<file path="src/rtl/washer_pkg.sv">
// washer_pkg: definitions shared by the washer controllers and the water-fill arbiter.
//   state_e   - arbiter FSM states (IDLE, GRANT, RELEASE)
//   FREQ_*    - clk_freq encodings (1/2/4/8 MHz)
//   freq_mult - cycles-per-second multiplier for a clk_freq code
package washer_pkg;

  typedef enum logic [1:0] {
    IDLE    = 2'd0,
    GRANT   = 2'd1,
    RELEASE = 2'd2
  } state_e;

  localparam logic [1:0] FREQ_1MHZ = 2'b00;
  localparam logic [1:0] FREQ_2MHZ = 2'b01;
  localparam logic [1:0] FREQ_4MHZ = 2'b10;
  localparam logic [1:0] FREQ_8MHZ = 2'b11;

  function automatic int unsigned freq_mult(input logic [1:0] sel);
    case (sel)
      FREQ_1MHZ: return 1;
      FREQ_2MHZ: return 2;
      FREQ_4MHZ: return 4;
      default:   return 8;
    endcase
  endfunction

endpackage

</file>
<file path="src/rtl/sec_tick_gen.sv">
// sec_tick_gen: seconds prescaler. Counts enabled cycles and emits a one-cycle
// sec_tick every BASE_DIV*freq_mult(clk_freq) enabled cycles.
// Ports:
//   clk, rst_n  - clock, asynchronous active-low reset
//   clk_freq    - clock-rate select (washer_pkg encoding)
//   enable      - count this cycle
//   clear       - restart the second from zero (wins over enable)
//   sec_tick    - combinational pulse in the cycle the terminal count is reached
module sec_tick_gen
  import washer_pkg::*;
#(
  parameter int BASE_DIV = 1000000
) (
  input  logic       clk,
  input  logic       rst_n,
  input  logic [1:0] clk_freq,
  input  logic       enable,
  input  logic       clear,
  output logic       sec_tick
);

  localparam int CW = $clog2(BASE_DIV * 8);

  logic [CW-1:0] cnt_q, cnt_d;
  logic [CW-1:0] term;
  logic [1:0]    freq_q;
  logic          freq_chg;

  assign term     = CW'(BASE_DIV * freq_mult(clk_freq) - 1);
  // A rate change mid-second would leave the count meaningless, so restart it.
  assign freq_chg = (clk_freq != freq_q);

  always_comb begin
    cnt_d    = cnt_q;
    sec_tick = 1'b0;
    if (clear || freq_chg) begin
      cnt_d = '0;
    end else if (enable) begin
      if (cnt_q == term) begin
        cnt_d    = '0;
        sec_tick = 1'b1;
      end else begin
        cnt_d = cnt_q + 1'b1;
      end
    end
  end

  always_ff @(posedge clk or negedge rst_n) begin
    if (!rst_n) begin
      cnt_q  <= '0;
      freq_q <= FREQ_1MHZ;
    end else begin
      cnt_q  <= cnt_d;
      freq_q <= clk_freq;
    end
  end

endmodule

</file>
<file path="src/rtl/water_fill_arbiter.sv">
// water_fill_arbiter: round-robin owner of the shared water-inlet valve.
// One machine holds the valve at a time; every hand-over has a one-cycle
// all-zero grant gap. Optional macro WATER_FILL_TIMEOUT_EN adds a maximum
// fill time (MAX_FILL_SEC seconds) with forced revocation and lockout.
// Ports:
//   clk, rst_n   - clock, asynchronous active-low reset
//   clk_freq     - clock-rate select for the seconds prescaler
//   timer_pause  - freezes fill timing while high (grant is held)
//   req[N]       - level fill requests
//   grant[N]     - registered one-hot valve grant
//   grant_id     - index of current/last holder
//   valve_on     - registered OR of grant
//   timeout[N]   - one-cycle pulse on forced revocation
module water_fill_arbiter
  import washer_pkg::*;
#(
  parameter int N            = 4,
  parameter int BASE_DIV     = 1000000,
  parameter int MAX_FILL_SEC = 60
) (
  input  logic                 clk,
  input  logic                 rst_n,
  input  logic [1:0]           clk_freq,
  input  logic                 timer_pause,
  input  logic [N-1:0]         req,
  output logic [N-1:0]         grant,
  output logic [$clog2(N)-1:0] grant_id,
  output logic                 valve_on,
  output logic [N-1:0]         timeout
);

  localparam int IW = $clog2(N);

  state_e        state_q, state_d;
  logic [N-1:0]  grant_q, grant_d;
  logic [IW-1:0] grant_id_q, grant_id_d;
  logic [IW-1:0] ptr_q, ptr_d;
  logic          valve_on_q, valve_on_d;

  logic [N-1:0]  eligible;
  logic          found;
  logic [IW-1:0] pick;
  logic [IW-1:0] cand;
  logic          expire;

`ifdef WATER_FILL_TIMEOUT_EN
  localparam int SW = $clog2(MAX_FILL_SEC + 1);

  logic [SW-1:0] sec_cnt_q, sec_cnt_d, sec_next;
  logic [N-1:0]  lockout_q, lockout_d;
  logic [N-1:0]  timeout_q, timeout_d;
  logic [N-1:0]  holder_bit;
  logic          sec_tick;
  logic          grant_start;

  assign grant_start = (state_q != GRANT) && found;

  sec_tick_gen #(.BASE_DIV(BASE_DIV)) u_sec_tick_gen (
    .clk      (clk),
    .rst_n    (rst_n),
    .clk_freq (clk_freq),
    .enable   ((state_q == GRANT) && !timer_pause),
    .clear    (grant_start),
    .sec_tick (sec_tick)
  );

  always_comb begin
    sec_next = sec_cnt_q;
    if (sec_tick && (sec_cnt_q != SW'(MAX_FILL_SEC))) sec_next = sec_cnt_q + 1'b1;
    sec_cnt_d = grant_start ? '0 : sec_next;
  end

  // Revoke on the edge where the count reaches the limit, so the grant lasts
  // exactly MAX_FILL_SEC seconds of unpaused time.
  assign expire = (state_q == GRANT) && (sec_next == SW'(MAX_FILL_SEC));

  always_comb begin
    holder_bit             = '0;
    holder_bit[grant_id_q] = 1'b1;
    timeout_d              = expire ? holder_bit : '0;
    // Lockout releases once the request is seen low; a fresh revocation wins.
    lockout_d              = (lockout_q & req) | timeout_d;
  end

  assign eligible = req & ~lockout_q;
  assign timeout  = timeout_q;

  always_ff @(posedge clk or negedge rst_n) begin
    if (!rst_n) begin
      sec_cnt_q <= '0;
      lockout_q <= '0;
      timeout_q <= '0;
    end else begin
      sec_cnt_q <= sec_cnt_d;
      lockout_q <= lockout_d;
      timeout_q <= timeout_d;
    end
  end
`else
  logic unused_cfg;
  assign unused_cfg = ^{timer_pause, clk_freq};
  assign expire     = 1'b0;
  assign eligible   = req;
  assign timeout    = '0;
`endif

  // Round-robin pick: first eligible index scanning upward from ptr+1.
  always_comb begin
    found = 1'b0;
    pick  = ptr_q;
    cand  = ptr_q;
    for (int k = 1; k <= N; k++) begin
      cand = IW'((int'(ptr_q) + k) % N);
      if (!found && eligible[cand]) begin
        found = 1'b1;
        pick  = cand;
      end
    end
  end

  always_ff @(posedge clk or negedge rst_n) begin
    if (!rst_n) begin
      state_q    <= IDLE;
      grant_q    <= '0;
      grant_id_q <= '0;
      ptr_q      <= IW'(N - 1);
      valve_on_q <= 1'b0;
    end else begin
      state_q    <= state_d;
      grant_q    <= grant_d;
      grant_id_q <= grant_id_d;
      ptr_q      <= ptr_d;
      valve_on_q <= valve_on_d;
    end
  end

  always_comb begin
    state_d = state_q;
    case (state_q)
      GRANT:   if (expire || !req[grant_id_q]) state_d = RELEASE;
      default: state_d = found ? GRANT : IDLE;
    endcase
  end

  always_comb begin
    grant_d    = grant_q;
    grant_id_d = grant_id_q;
    ptr_d      = ptr_q;
    valve_on_d = valve_on_q;
    case (state_q)
      GRANT: begin
        if (expire || !req[grant_id_q]) begin
          grant_d    = '0;
          valve_on_d = 1'b0;
        end
      end
      default: begin
        grant_d    = '0;
        valve_on_d = found;
        if (found) begin
          grant_d[pick] = 1'b1;
          grant_id_d    = pick;
          ptr_d         = pick;
        end
      end
    endcase
  end

  assign grant    = grant_q;
  assign grant_id = grant_id_q;
  assign valve_on = valve_on_q;

endmodule

</file>
<file path="config.mk">
export PLATFORM = sky130hd
export DESIGN_NAME = water_fill_arbiter
export DESIGN_NICKNAME = d
export VERILOG_FILES = /design/src/rtl/washer_pkg.sv /design/src/rtl/sec_tick_gen.sv /design/src/rtl/water_fill_arbiter.sv
export SDC_FILE = /design/constraint.sdc
export NUM_CORES = 1
export LEC_CHECK = 0
export BUFFER_PORTS_ARGS = -buffer_cell sky130_fd_sc_hd__buf_4
export CORE_MARGIN = 4
export CORE_UTILIZATION = 40
export CTS_CLUSTER_SIZE = 16
export DETAILED_ROUTE_END_ITERATION = 10
export HOLD_SLACK_MARGIN = 0.08
export PLACE_DENSITY = 0.7
export SLEW_MARGIN = 20
export SYNTH_ARGS = -nofsm -noshare
export SYNTH_HDL_FRONTEND = slang
export SYNTH_SLANG_ARGS = --single-unit
</file>
<file path="constraint.sdc">
create_clock -name clk -period 1.5 [get_ports clk]
set_clock_uncertainty 0.2 [all_clocks]
set_input_delay 0.225 -clock clk [delete_from_list [all_inputs] [get_ports clk]]
set_output_delay 0.225 -clock clk [all_outputs]
set_load 0.01 [all_outputs]
</file>
==> impl_metrics.json, run 1 <==
{
  "outcome": "finished, violations left",
  "violations": "negative setup slack",
  "num-nets-final": 86,
  "worstPathArrival_ns": 1.62,
  "dr_total_vias": 459,
  "ys.flop_type": "dfrtp_1",
  "numPortBuffers": 12,
  "yosys-top-cells-area": "dfrtp_1 (37%), dfstp_2 (9.7%), buf_4 (5.6%)",
  "cp-endpoint": "grant[3]$_DFFE_PN0P_",
  "grt_use_total_pct": 15.8,
  "diodes": 0,
  "yosysWarnings": 0,
  "syn-cell-area_um2": 541,
  "synth_top_cell_by_area": "dfrtp_1",
  "cts_buffers": 3,
  "yosysTopAreaCellShare_pct": 37.0,
  "finalWirelength_mm": 1.31,
  "maxCapViolations": 0,
  "hold_viol": 0,
  "p_leak_nw": 0.394,
  "syn_inst": 50,
  "grt_max_degree": 11,
  "layout_common_cells": "buf_4 (20), dfrtp_1 (8), conb_1 (4)",
  "finalCritPeriodShare_pct": 111,
  "num_io_pins": 20,
  "grt_antenna_before_repair": 0,
  "drc_errors": 0,
  "cts_buffer_depth": 2,
  "instances_no_fill": 90,
  "die_area_um2": 2000,
  "synthMuxAreaShare_pct": 8.33,
  "fin_ws_ns": -0.165,
  "syn_to_final_growth_pct": 54.9,
  "core_area_um2": 1190,
  "yosys.area_share.simple_pct": 16.4,
  "cp_max_fo": 4,
  "clock.fmax_ghz": 0.601,
  "place.gp.congestion": 0.723,
  "firstDrtPassIters": 4,
  "cts_tree": "built",
  "final_cell_area_um2": 837,
  "worstRegToRegCells": 4,
  "synth_edf_count": 0,
  "avgSynthCellArea_um2": 10.8,
  "fp.dieW_um": 44.8,
  "initial_core_util_pct": 45.6,
  "r2r_end": "grant[3]$_DFFE_PN0P_",
  "ys_seq_area_share_pct": 46.8,
  "ir_drop_mv": 1.08,
  "drv_slew": 0,
  "power_density_nw_per_um2": 2180,
  "grt_pass1_vias": 461,
  "grt_pass1_wl_mm": 2.16,
  "route.detailed.wl_per_inst_um": 14.6,
  "cp.required_ns": 1.45,
  "place_hpwl_mm": 1.01,
  "overflow": 0,
  "clockRootBuffer": "clkbuf_4",
  "clk-insertion-delay-late_ns": 0.26,
  "post_dp_cell_area_um2": 722,
  "clock_sinks": 10,
  "final_common_cell": "buf_4",
  "hp-class": "input port to async pin",
  "final_antenna_net_count": 0,
  "post-place-ws_ns": -0.245,
  "yosys.area_share.adder_pct": 0,
  "placementRows": 12,
  "synth-compound-area-share_pct": 19.2,
  "timing.rr.start": "ptr_q[0]$_DFFE_PN1P_",
  "fin_crit_ns": 1.66,
  "htreeDepth": 1,
  "async_flop_share_pct": 100,
  "yosysUniqueCellTypes": 25,
  "path_class": "flip-flop to flip-flop",
  "synth-xor-area-share_pct": 0,
  "rsz0062_at_grt": "yes",
  "die_y_um": 44.8,
  "ys_ff_latch": 10,
  "synth_top_family_by_area": "compound AO/OA/AOI/OAI gates",
  "dp_cells": 83,
  "crit_path_end_kind": "flip-flop",
  "via_per_inst": 5.10,
  "setup_viol": 9,
  "crit_start": "ptr_q[0]$_DFFE_PN1P_",
  "drtIter0Drc": 5,
  "layout-drive-gt1-share_pct": 56.6,
  "worstSetupStartpointType": "flip-flop",
  "fillers": 89,
  "path_clk_slew_ns": 0.06,
  "rrSetupSlack_ns": -0.16
}
## Yosys cell counts (2+ instances only)
library cell / n
dfrtp_1: 8
buf_4: 4
nor2_1: 4
a21oi_1: 3
inv_1: 3
nand2_1: 3
o21ai_1: 3
a32o_1: 2
dfstp_2: 2
mux2_1: 2
nand2b_1: 2
## worst min path at each step
stage | start | end | slack (ns) | depth (start not counted)
finish | rst_n | grant_id[1]$_DFFE_PN0P_ | 0.12 | 2
global route | rst_n | grant[3]$_DFFE_PN0P_ | 0.11 | 2
CTS | rst_n | grant_id[0]$_DFFE_PN0P_ | 0.12 | 2
detailed placement | rst_n | grant_id[1]$_DFFE_PN0P_ | -0.14 | 1
global placement | rst_n | grant_id[1]$_DFFE_PN0P_ | -0.14 | 1
floorplan | rst_n | grant[0]$_DFFE_PN0P_ | -0.27 | 0
## per-stage QoR
stage | utilization, % | hold slack (ns) | total power, mW | setup TNS, ns
floorplan | - | -0.271 | 1.05 | -0.320
global placement | 60.9 | -0.143 | 1.37 | -0.956
detailed placement | 60.9 | -0.142 | 1.41 | -1.20
CTS | 68.8 | 0.116 | 1.79 | -0.810
global route | 70.6 | 0.114 | 1.95 | -1.42
finish | 70.6 | 0.122 | 1.82 | -0.905
## final cells by class
cell class / instances / area, um^2 / share of cell area, %
multi-input combinational: 35 / 325 / 38.9
sequential: 10 / 253 / 30.2
timing repair buffer: 24 / 194 / 23.2
clock buffer: 4 / 36.3 / 4.33
tap: 14 / 17.5 / 2.09
inverter: 3 / 11.3 / 1.35
## sequential cells by signal, indices dropped and copies added, names as in the netlist
| name | cells |
|---|---|
| grant | 4 |
| state_q | 1 |
| ptr_q | 2 |
| grant_id | 2 |
| valve_on | 1 |
## worst max-delay path, cell delays in order, from the launching register on
cell      delay (ns)
dfstp_2         0.57
buf_6           0.11
a211oi_4        0.06
or3_4           0.38
a32o_1          0.23
## routing by layer
layer,vias to the layer above,global-route usage (%),wire length (um)
met3,4,7.17,104
met5,-,0,0
met2,19,25.8,673
met4,0,7.83,33
met1,214,17.2,500
li1,222,-,-
## cells by family (layout without fill, tap and decap cells)
kind of cell,Yosys count,in the layout
flops,10,10
simple gates,15,15
other cells,1,4
buf+inv,8,31
mux,3,3
compound gates,13,13
## report_power, final
| group | leakage, nW | switching, mW | internal, mW |
|---|---|---|---|
| combinational | 0.252 | 0.454 | 0.616 |
| clock | 0.0210 | 0.0913 | 0.147 |
| sequential | 0.121 | 0.108 | 0.408 |
| total | 0.394 | 0.653 | 1.17 |
## repair_timing
| item | CTS | global route |
|---|---|---|
| setup buffers | 2 | 1 |
| setup endpoints to repair | 9 | 9 |
| gates cloned | 0 | 0 |
| gates resized for setup | 9 | 2 |
| endpoints found under the hold margin | 10 | 0 |
| hold buffers | 1 | 0 |
| pin swaps | 4 | 4 |
(Power assumes the default switching activity.)
==> run 2: changes to the inputs <==
- CORE_UTILIZATION: 40 -> 30
- PLACE_DENSITY: 0.7 -> unset
- REMOVE_ABC_BUFFERS: unset -> 1
==> run 2 against run 1 <==
The flow still finishes with violations (negative setup slack). Utilization fell by 22 points. Die area rose by 27%. Critical path depth did not move. Maximum frequency shrank 0.66%. First-iteration DRC count shrank 80%. Worst setup slack worse by 0.011 ns. Sequential power fell by 0.8%. Global-route usage fell by 4.6 points. Sequential share of layout area rose by 0.27 points. Combinational power fell by 5%. Register-to-register slack is essentially flat. Count of clock-buffer cells in the layout unchanged.
==> impl_metrics.json, run 2 (synthesized netlist as in run 1, its figures left out) <==
{
  "outcome": "finished, violations left",
  "violations": "negative setup slack",
  "setup_viol": 7,
  "final_antenna_net_count": 0,
  "rsz0062_at_grt": "yes",
  "timing.setup.tns_ns": -0.847,
  "grt_pass1_wl_mm": 2.12,
  "num-nets-final": 86,
  "layout_common_cells": "buf_4 (20), dfrtp_1 (8), conb_1 (4)",
  "crit_path_end_kind": "flip-flop",
  "grt_use_total_pct": 11.2,
  "htreeDepth": 1,
  "placementRows": 15,
  "clock.fmax_ghz": 0.597,
  "clk-insertion-delay-late_ns": 0.26,
  "hold_viol": 0,
  "layout-drive-gt1-share_pct": 55.3,
  "dr_total_vias": 461,
  "slowest_delay_ns": 0.56,
  "drv_slew": 0,
  "fp.dieW_um": 50.4,
  "ir_drop_mv": 1.21,
  "finalWirelength_mm": 1.25,
  "dp_cells": 95,
  "instances_no_fill": 101,
  "cp.required_ns": 1.45,
  "grt_antenna_before_repair": 0,
  "p_leak_nw": 0.382,
  "crit_start": "ptr_q[0]$_DFFE_PN1P_",
  "clockRootBuffer": "clkbuf_4",
  "cp_top_family": "simple AND/OR/NAND/NOR gates",
  "clock_sinks": 10,
  "post-place-ws_ns": -0.217,
  "timing.rr.start": "ptr_q[0]$_DFFE_PN1P_",
  "worstSetupStartpointType": "flip-flop",
  "cts_tree": "built",
  "regArea_um2": 253,
  "syn_to_final_growth_pct": 53.5,
  "maxCapViolations": 0,
  "cp-endpoint": "grant[3]$_DFFE_PN0P_",
  "path_class": "flip-flop to flip-flop",
  "largest_reg_flops": 4,
  "fillers": 165,
  "numPortBuffers": 12,
  "drtIter0Drc": 1,
  "cts_buffers": 3,
  "whs_ns": 0.120,
  "crit_buf_inv": 0,
  "hp-class": "input port to async pin",
  "num_io_pins": 20,
  "cp_max_fo": 4,
  "core_area_um2": 1710,
  "path_clk_slew_ns": 0.07,
  "firstDrtPassIters": 3,
  "cts_buffer_depth": 2,
  "finalCritPeriodShare_pct": 112,
  "fin_crit_ns": 1.68,
  "worstPathArrival_ns": 1.63,
  "die_area_um2": 2540,
  "post_dp_cell_area_um2": 713,
  "final_cell_area_um2": 830,
  "die_y_um": 50.4,
  "crit_slowest_cell": "dfstp_2",
  "r2r_end": "grant[3]$_DFFE_PN0P_",
  "diodes": 0,
  "worstRegToRegCells": 4,
  "grt_max_degree": 11,
  "route.detailed.wl_per_inst_um": 12.4,
  "power_density_nw_per_um2": 2140,
  "grt_pass1_vias": 477,
  "cp_cell_sequence": "nand2b_4 > nor2_4 > or3_4 > a32o_1",
  "place.gp.congestion": 0.718,
  "rrSetupSlack_ns": -0.18,
  "overflow": 0,
  "final_common_cell": "buf_4",
  "place_hpwl_um": 879,
  "crit_cells": 4,
  "fin_ws_ns": -0.176,
  "initial_core_util_pct": 31.6,
  "drc_errors": 0,
  "multi_input_area_um2": 304,
  "via_per_inst": 4.56
}
## run 2: metal layers
| metal | vias up | GRT usage [%] | part of all wire [%] |
|---|---|---|---|
| li1 | 221 | - | - |
| met1 | 228 | 13.4 | 42 |
| met2 | 8 | 18.5 | 51 |
| met3 | 4 | 2.37 | 4.3 |
| met4 | 0 | 6.28 | 1.9 |
| met5 | - | 0 | 0 |
## run 2: per-stage QoR
step                util [%]  power, mW
floorplan                  -      0.941
global placement        41.8       1.32
detailed placement      41.8       1.35
CTS                     47.3       1.72
global route            48.6       1.90
finish                  48.6       1.77
## run 2: report_power, final
group	switching, mW	internal [mW]
combinational	0.437	0.580
clock	0.0989	0.147
sequential	0.104	0.407
## run 2: worst min-delay path by stage
stage               depth (start not counted)  startpoint  slack (ns)                     end
detailed placement                          1       rst_n       -0.14    valve_on$_DFFE_PN0P_
CTS                                         2       rst_n        0.12  state_q[1]$_DFFE_PN0P_
floorplan                                   0       rst_n       -0.27    grant[0]$_DFFE_PN0P_
global route                                2       rst_n        0.12    valve_on$_DFFE_PN0P_
finish                                      2       rst_n        0.12    grant[1]$_DFFE_PN0P_
global placement                            1       rst_n       -0.14    valve_on$_DFFE_PN0P_
## run 2: cell type report
| type | count | share of cell area, % |
|---|---|---|
| timing repair buffer | 24 | 23.4 |
| tap | 25 | 3.77 |
| multi-input combinational | 35 | 36.7 |
| sequential | 10 | 30.5 |
| clock buffer | 4 | 4.37 |
| inverter | 3 | 1.36 |
## run 2: worst reg2reg max path, delay by kind of cell, from the launching register on
family	cells	cell delay [ns]
and+or+nand+nor	3	0.57
AOI/OAI and AO/OA	1	0.23
DFF	1	0.56
## run 2: repair_timing
item,in CTS,in global routing
pin swaps,4,5
endpoints found under the hold margin,10,0
setup endpoints to repair,9,9
gates resized for setup,11,3
hold buffers,1,0
setup buffers,0,2
==> run 3: changes to the inputs <==
- CORE_MARGIN: 4 -> unset
==> run 3 against run 2 <==
The run still ends with negative setup slack left. First-iteration DRC count grew to 4.0 times the previous value. Worst hold slack better by 0.0060 ns. Clock power fell by 2%. Non-clock buffer count rose by 1. Register-to-register slack got worse by 0.02 ns. Sequential cell count stayed put. Via count rose by 0.65%. Combinational power is essentially flat. Critical path depth unchanged. Highest routed layer is now met3.
==> impl_metrics.json, run 3 (synthesized netlist as in run 1, its figures left out) <==
{
  "outcome": "finished, violations left",
  "violations": "negative setup slack",
  "maxCapViolations": 0,
  "cts_buffer_depth": 2,
  "cp_max_fo": 4,
  "worstPathArrival_ns": 1.64,
  "num_io_pins": 20,
  "clockRootBuffer": "clkbuf_4",
  "grt_antenna_before_repair": 0,
  "layout_common_cells": "buf_4 (21), dfrtp_1 (8), conb_1 (4)",
  "worstRegToRegCells": 4,
  "p_leak_nw": 0.385,
  "core_area_um2": 1590,
  "r2r_end": "grant[3]$_DFFE_PN0P_",
  "num-nets-final": 87,
  "syn_to_final_growth_pct": 52.5,
  "dp_cells": 94,
  "largest_reg_flops": 4,
  "die_area_um2": 1980,
  "initial_core_util_pct": 33.9,
  "fin_crit_ns": 1.69,
  "drv_slew": 0,
  "overflow": 0,
  "finalCritPeriodShare_pct": 113,
  "post-place-ws_ns": -0.232,
  "dr_total_vias": 464,
  "numPortBuffers": 12,
  "cts_tree": "built",
  "grt_pass1_wl_mm": 1.87,
  "drtIter0Drc": 4,
  "whs_ns": 0.126,
  "post_dp_cell_area_um2": 712,
  "place.gp.congestion": 0.708,
  "cp.required_ns": 1.45,
  "clock.fmax_ghz": 0.591,
  "final_common_cell": "buf_4",
  "drc_errors": 0,
  "worstSetupStartpointType": "flip-flop",
  "diodes": 0,
  "die_y_um": 44.4,
  "path_clk_slew_ns": 0.06,
  "final_cell_area_um2": 825,
  "timing.rr.start": "ptr_q[0]$_DFFE_PN1P_",
  "grt_use_total_pct": 13.9,
  "placementRows": 14,
  "ir_drop_mv": 1.16,
  "via_per_inst": 4.59,
  "grt_max_degree": 11,
  "firstDrtPassIters": 4,
  "finalWirelength_mm": 1.27,
  "finalPower_mw": 1.76,
  "fin_ws_ns": -0.193,
  "power_density_nw_per_um2": 2130,
  "cts_buffers": 3,
  "instances_no_fill": 101,
  "clk-insertion-delay-late_ns": 0.26,
  "final_antenna_net_count": 0,
  "place_hpwl_um": 893,
  "hold_viol": 0,
  "crit_path_end_kind": "flip-flop",
  "htreeDepth": 1,
  "layout-drive-gt1-share_pct": 53.2,
  "clock_sinks": 10,
  "rsz0062_at_grt": "yes",
  "setup_viol": 8,
  "route.detailed.wl_per_inst_um": 12.5,
  "fp.dieW_um": 44.4,
  "hp-class": "input port to async pin",
  "rrSetupSlack_ns": -0.19,
  "path_class": "flip-flop to flip-flop",
  "grt_pass1_vias": 444
}
[run 3: layer usage]
metal  track usage [%]  vias up  wire length, um
li1                  -      223                -
met1              15.4      222              540
met2              22.4       19              660
met3              6.12        0               66
met4              7.27        0                0
met5                 0        -                0
[run 3: area by class of cell]
class                           count  area, um^2
Multi-Input combinational cell     35         293
Timing Repair Buffer               25         201
Fill cell                         163         769
Clock buffer                        4        36.3
Tap cell                           24        30.0
Inverter                            3        11.3
Sequential cell                    10         253
[run 3: timing repair]
item	CTS	global route
endpoints found under the setup margin	9	9
pin swaps	5	1
endpoints found under the hold margin	10	0
setup buffers	1	2
hold buffers	1	0
resized for setup	10	1
[run 3: worst max path at each step]
stage	startpoint	endpoint	slack, ns	cells after the start
after detailed placement	ptr_q[0]$_DFFE_PN1P_	grant[2]$_DFFE_PN0P_	-0.23	5
after floorplan	ptr_q[0]$_DFFE_PN1P_	grant[3]$_DFFE_PN0P_	-0.12	4
final	ptr_q[0]$_DFFE_PN1P_	grant[3]$_DFFE_PN0P_	-0.19	4
after global placement	ptr_q[0]$_DFFE_PN1P_	grant[2]$_DFFE_PN0P_	-0.21	5
after global routing	ptr_q[0]$_DFFE_PN1P_	grant[3]$_DFFE_PN0P_	-0.23	4
after CTS	ptr_q[0]$_DFFE_PN1P_	grant[3]$_DFFE_PN0P_	-0.19	4
[run 3: stage by stage]
stage	utilization [%]	TNS (ns)
2_1_floorplan	-	-0.511
3_3_place_gp	44.7	-1.04
3_5_place_dp	44.7	-1.25
4_1_cts	50.5	-1.04
5_1_grt	51.7	-1.45
6_report	51.7	-0.893
[run 3: worst max-delay path, cell delays in order (launching register included)]
cell	delay (ns)
dfstp_2	0.56
buf_6	0.11
a211oi_4	0.06
or3_4	0.39
a32o_1	0.26
[run 3: power by group]
group	leakage [nW]	switching, mW	internal, mW	total (mW)
registers	0.121	0.101	0.407	0.508
clock network	0.0210	0.0929	0.147	0.240
logic	0.243	0.427	0.582	1.01
total	0.385	0.621	1.14	1.76
